$ cat src/rtl/sd_spi_master.sv
// ----------------------------------------------------------------------------
// sd_spi_master
//   Byte-transfer SPI initiator for the SD interface (mode 0, SCK idle low).
//   Serial mode moves one byte as 8 SCK periods on lane 0 (MSB first).
//   Octal mode moves one byte in a single SCK period on all 8 lanes.
//   The SCK half-period is set per transfer by div (0 behaves as 1).
//   Chip select follows cs_req only while no transfer is in flight.
//
// Parameters
//   ACT_TIMEOUT : activity-stretch length in clk_sys cycles (SD_SPI_ACT_EN only)
//
// Optional feature (macro SD_SPI_ACT_EN)
//   Defined   : act pulses high while SCK toggles with the card deselected and
//               stays high for ACT_TIMEOUT cycles after the last such toggle.
//   Undefined : act is tied low and no counter exists.
//
// Ports
//   clk_sys  in   system clock
//   RESET    in   synchronous, active-high reset
//   cs_req   in   requested chip select (1 = select card)
//   start    in   single-cycle transfer request (ignored while busy)
//   tx_data  in   [7:0] byte to send, sampled at start
//   octal    in   1 = octal transfer, sampled at start
//   div      in   [7:0] SCK half-period in clk_sys cycles, sampled at start
//   busy     out  transfer in progress
//   done     out  one-cycle pulse when rx_data is valid
//   rx_data  out  [7:0] last received byte
//   sd_cs_n  out  card select, active low
//   sd_sclk  out  SPI clock
//   sd_mosi  out  [7:0] data out, lane 0 carries the serial bit
//   sd_miso  in   [7:0] data in, lane 0 carries the serial bit
//   act      out  activity indicator
// ----------------------------------------------------------------------------
module sd_spi_master #(
   parameter int ACT_TIMEOUT = 1000000
) (
   input  logic       clk_sys,
   input  logic       RESET,
   input  logic       cs_req,
   input  logic       start,
   input  logic [7:0] tx_data,
   input  logic       octal,
   input  logic [7:0] div,
   output logic       busy,
   output logic       done,
   output logic [7:0] rx_data,
   output logic       sd_cs_n,
   output logic       sd_sclk,
   output logic [7:0] sd_mosi,
   input  logic [7:0] sd_miso,
   output logic       act
);

   typedef enum logic [1:0] {ST_IDLE, ST_LOW, ST_HIGH, ST_FIN} state_t;

   state_t     r_state;
   logic       r_busy;
   logic       r_done;
   logic [7:0] r_rx;
   logic       r_cs_n;
   logic       r_sclk;
   logic [7:0] r_mosi;
   logic [7:0] r_tx;
   logic [7:0] r_shift;
   logic [7:0] r_hd;
   logic [7:0] r_phase;
   logic [2:0] r_bit;
   logic       r_octal;

   logic [7:0] w_hd;
   logic [2:0] w_bit_nxt;
   logic       w_phase_end;

   assign w_hd        = (div == 8'd0) ? 8'd1 : div;
   assign w_bit_nxt   = r_bit - 3'd1;
   assign w_phase_end = (r_phase == 8'd0);

   always_ff @(posedge clk_sys) begin
      r_done <= 1'b0;
      if (RESET) begin
         r_state <= ST_IDLE;
         r_busy  <= 1'b0;
         r_done  <= 1'b0;
         r_rx    <= 8'h00;
         r_cs_n  <= 1'b1;
         r_sclk  <= 1'b0;
         r_mosi  <= 8'hFF;
      end else begin
         case (r_state)
            ST_IDLE: begin
               r_cs_n <= ~cs_req;
               if (start) begin
                  r_tx    <= tx_data;
                  r_octal <= octal;
                  r_hd    <= w_hd;
                  r_phase <= w_hd - 8'd1;
                  r_bit   <= octal ? 3'd0 : 3'd7;
                  r_mosi  <= octal ? tx_data : {7'h7F, tx_data[7]};
                  r_busy  <= 1'b1;
                  r_state <= ST_LOW;
               end
            end
            ST_LOW: begin
               if (w_phase_end) begin
                  // Rising edge: sample the card's output lanes
                  r_sclk  <= 1'b1;
                  r_phase <= r_hd - 8'd1;
                  r_shift <= r_octal ? sd_miso : {r_shift[6:0], sd_miso[0]};
                  r_state <= ST_HIGH;
               end else begin
                  r_phase <= r_phase - 8'd1;
               end
            end
            ST_HIGH: begin
               if (w_phase_end) begin
                  // Falling edge: present the next serial bit, or wrap up
                  r_sclk  <= 1'b0;
                  r_phase <= r_hd - 8'd1;
                  if (r_bit == 3'd0) begin
                     r_state <= ST_FIN;
                  end else begin
                     r_bit   <= w_bit_nxt;
                     r_mosi  <= {7'h7F, r_tx[w_bit_nxt]};
                     r_state <= ST_LOW;
                  end
               end else begin
                  r_phase <= r_phase - 8'd1;
               end
            end
            ST_FIN: begin
               r_rx    <= r_shift;
               r_done  <= 1'b1;
               r_busy  <= 1'b0;
               r_mosi  <= 8'hFF;
               r_cs_n  <= ~cs_req;
               r_state <= ST_IDLE;
            end
            default: r_state <= ST_IDLE;
         endcase
      end
   end

   assign busy    = r_busy;
   assign done    = r_done;
   assign rx_data = r_rx;
   assign sd_cs_n = r_cs_n;
   assign sd_sclk = r_sclk;
   assign sd_mosi = r_mosi;

`ifdef SD_SPI_ACT_EN
   localparam int ACT_W = $clog2(ACT_TIMEOUT + 1);
   localparam logic [ACT_W-1:0] ACT_MAX = ACT_W'(ACT_TIMEOUT);

   logic [ACT_W-1:0] r_act_cnt;
   logic             w_sclk_tgl;

   // sclk changes on the same edge that a LOW/HIGH phase expires
   assign w_sclk_tgl = ((r_state == ST_LOW) || (r_state == ST_HIGH)) && w_phase_end;

   always_ff @(posedge clk_sys) begin
      if (RESET) begin
         r_act_cnt <= ACT_MAX;
      end else if (w_sclk_tgl && r_cs_n) begin
         r_act_cnt <= '0;
      end else if (r_act_cnt != ACT_MAX) begin
         r_act_cnt <= r_act_cnt + 1'b1;
      end
   end

   // Counter saturates at ACT_MAX, so "not at max" equals "below timeout"
   assign act = (r_act_cnt != ACT_MAX);
`else
   // Parameter kept so instantiations are identical in both builds
   assign act = 1'b0 & (ACT_TIMEOUT != 0);
`endif

endmodule

$ cat config.mk
export PLATFORM = sky130hd
export DESIGN_NAME = sd_spi_master
export DESIGN_NICKNAME = d
export VERILOG_FILES = /design/src/rtl/sd_spi_master.sv
export SDC_FILE = /design/constraint.sdc
export NUM_CORES = 1
export LEC_CHECK = 0
export ABC_CLOCK_PERIOD_IN_PS = 6700
export CAP_MARGIN = 40
export CORE_ASPECT_RATIO = 1.1
export CORE_MARGIN = 8
export CORE_UTILIZATION = 35
export CTS_CLUSTER_SIZE = 14
export DETAILED_ROUTE_END_ITERATION = 10
export PLACE_DENSITY = 0.63
export SLEW_MARGIN = 15
export SYNTH_ARGS = -nofsm -noshare
export SYNTH_HDL_FRONTEND = slang
export SYNTH_SLANG_ARGS = --single-unit
$ cat constraint.sdc
create_clock -name clk_sys -period 6.7 [get_ports clk_sys]
set_input_delay 1.34 -clock clk_sys [delete_from_list [all_inputs] [get_ports clk_sys]]
set_output_delay 1.34 -clock clk_sys [all_outputs]
set_load 0.005 [all_outputs]
==> run_results.csv <==
group,metric,value,unit
timing,worst_pin_slew,718,ps
cts,cts_resized,0,
timing,tns,0,ps
synthesis,yosysWarnings,0,
routing,route.detailed.drc,0,
synthesis,synthFlopType,"edfxtp_1",
cts,cts_buffers,9,
routing,viasPerCell,4.98,
routing,drt_first_iter_violations,81,
grt,antenna_found_initial,0,
setup_path,start_kind,"input port",
setup_path,path_cells,"clkdlybuf4s50_1 > nor4_1 > a211oi_1 > or2_2 > ha_1 > nand2_1 > nor2_1 > xor2_1",
setup_path,critPathBufInv,1,
placement,gp_congestion,0.861,
setup_path,r2r_start,"r_state[0]",
synthesis,synth_most_common_cell,"edfxtp_1",
routing,routed-via-count,1846,
setup_path,r2r_end,"r_phase[5]",
setup_path,slowest_delay,450,ps
synthesis,syn_area,0.00266,mm²
cts,cts_buffer_depth,2,
setup_path,arrival,3190,ps
cts,clkLatencyLatePin,340,ps
finish,final_nets,315,
synthesis,yosysTopAreaCellShare,0.407,
grt,grt_pass1_vias,1918,
min_path,hold_start,"r_shift[7]",
timing,rsz0062_at_grt,"no",
synthesis,synth_common_cells,"36 x edfxtp_1, 34 x nor2_1, 22 x dfxtp_1",
die,fp.dieW,99.1,µm
synthesis,netlist-cell-type-count,37,
min_path,hold_class,"flop to flop",
timing,fin_worst_skew,11.2,ps
setup_path,reg2regPathDepth,7,
synthesis,synth_seq_area_share,0.572,
placement,hpwl,4230,µm
die,chipHeight,107,µm
setup_path,cp.depth,8,
die,boundaryPins,50,
cts,htree_num_levels,3,
routing,firstDrtPassIters,4,
grt,overflow,0,
die,dieArea,0.0106,mm²
power,peakVddDrop,0.153,mV
synthesis,postSynthAreaPerCell,11.4,µm²
setup_path,cp_top_family,"simple AND/OR/NAND/NOR gates",
cts,cts_tree,"done",
outcome,status,"finished clean",
synthesis,synth_fp_nets,270,
cts,clkSinkCount,58,
min_path,whs_path_depth,2,
finish,drive_gt1_frac,0.127,
setup_path,r2r_slack,3960,ps
grt,grt_pass1_wl,9360,µm
timing,fin_hold_ws,488,ps
timing,finalCriticalPeriod,3110,ps
setup_path,path_class,"input port to flop",
synthesis,synth.area.top_cells,"edfxtp_1 41%, dfxtp_1 17%, nor2_1 4.8%",
finish,insertedDiodeCount,0,
synthesis,synth_edf_count,36,
cts,clockRootBuffer,"clkbuf_8",
power,leakagePower,1.25,nW
die,row_count,33,
synthesis,ys_ff_latch,58,
finish,area_growth,29.4,%
timing,slew_headroom,0.521,
cts,ctsHoldBuffers,0,
synthesis,async_reset_ff_frac,0,
cts,clk_pin_slew_worst_paths,60,ps
min_path,whs_endpoint,"rx_data[7]",
routing,routedWlPerCell,15.1,µm
setup_path,worst-endpoint-required,6780,ps
timing,max_freq,322,MHz
job,maxCapViolations,0,
setup_path,crit_fanout,3,
setup_path,slowest_stage,"clkdlybuf4s50_1",
synthesis,yosysTopAreaCell,"edfxtp_1",
timing,slew_violations,0,
setup_path,endpoint_kind,"flop",
placement,placed_cells,355,
timing,period_share,0.464,
grt,grt_max_degree,22,
power,power_density,382,mW/mm²
die,core,0.00743,mm²
synthesis,syn_inst,234,
grt,gr-usage-all-layers,0.113,
timing,finalHoldViolations,0,
die,start_util,0.358,
routing,totalWireLength,5590,µm
power,finalPower,1.31,mW
timing,finalSetupViolCount,0,
finish,fin_cells,371,
placement,io_buffers,48,
cts,postCtsSetupRepairBufs,0,
routing,antenna_left,0,
## cells in the final DEF, fill, tap and decap left out, drive strengths merged, types with 4 or more instances in the layout
cell type      synthesis  final
mux2                   9      9
nand2b                 4      4
dfxtp                 22     22
mux2i                 10     10
nor2                  34     34
nor4                   6      6
a31oi                  6      6
nor3                  14     14
a21oi                 15     15
clkdlybuf4s50          0     48
clkbuf                12     11
ha                     7      7
inv                    8      8
xor2                   4      4
o21bai                 7      7
nand2                  7      7
edfxtp                36     36
## state kept, by name, summed over array words and instances, names as in the netlist, 2 cells and up
register / cells
r_tx: 8
r_shift: 8
r_bit: 3
r_hd: 8
r_phase: 8
r_state: 2
rx_data: 8
sd_mosi: 8
## worst max path at each step
stage	from	slack, ps	end
floorplan	RESET	3830	r_hd[0]
detailed placement	div[5]	3270	r_phase[6]
global placement	RESET	3070	r_phase[5]
global route	div[7]	3420	r_phase[4]
finish	div[7]	3590	r_phase[6]
CTS	div[5]	3600	r_phase[6]
## stage by stage
stage / worst slack [ps] / instance area, µm² / util
2_1_floorplan: 3830 / 2660 / -
3_3_place_gp: 3070 / 3190 / 0.429
3_5_place_dp: 3270 / 3210 / 0.431
4_1_cts: 3600 / 3440 / 0.463
5_1_grt: 3420 / 3440 / 0.463
6_report: 3590 / 3440 / 0.463
## routing by layer
metal / vias up / track usage / wire length [µm]
met1: 847 / 0.136 / 2540
met3: 9 / 0.0453 / 440
met5: - / 0 / 0
li1: 928 / - / -
met2: 62 / 0.169 / 2500
met4: 0 / 0.0617 / 105
## worst reg2reg max path, cell delays in order, from the launching register on
cell	delay [ps]
dfxtp_1	420
inv_1	100
ha_1	620
mux2_2	410
a31oi_2	240
o21ai_0	210
nor4_1	370
xor2_1	110
## report_power, final
part | total, mW | internal, mW | switching, mW
logic | 0.418 | 0.186 | 0.232
clock network | 0.383 | 0.247 | 0.137
registers | 0.513 | 0.464 | 0.0489
total | 1.31 | 0.897 | 0.418
## area by class of cell
cell class                      count  area, µm²
Fill cell                         701       3990
Tap cell                           87        109
Clock buffer                       11        131
Multi-Input combinational cell    151       1040
Inverter                            8       30.0
Timing Repair Buffer               51        508
Clock inverter                      5        103
Sequential cell                    58       1520
## kinds of logic (layout without fill, tap and decap cells)
kind of cell	Yosys count	after routing	share of synthesized area
mux	21	21	0.0927
compound gates	40	40	0.0969
fa+ha+maj	7	7	0.0329
buf+inv	25	75	0.0376
simple gates	75	75	0.143
xor+xnor	7	7	0.0231
other cells	1	1	0.00141
flops	58	58	0.572
No activity file was read; power rests on OpenSTA's default activity.
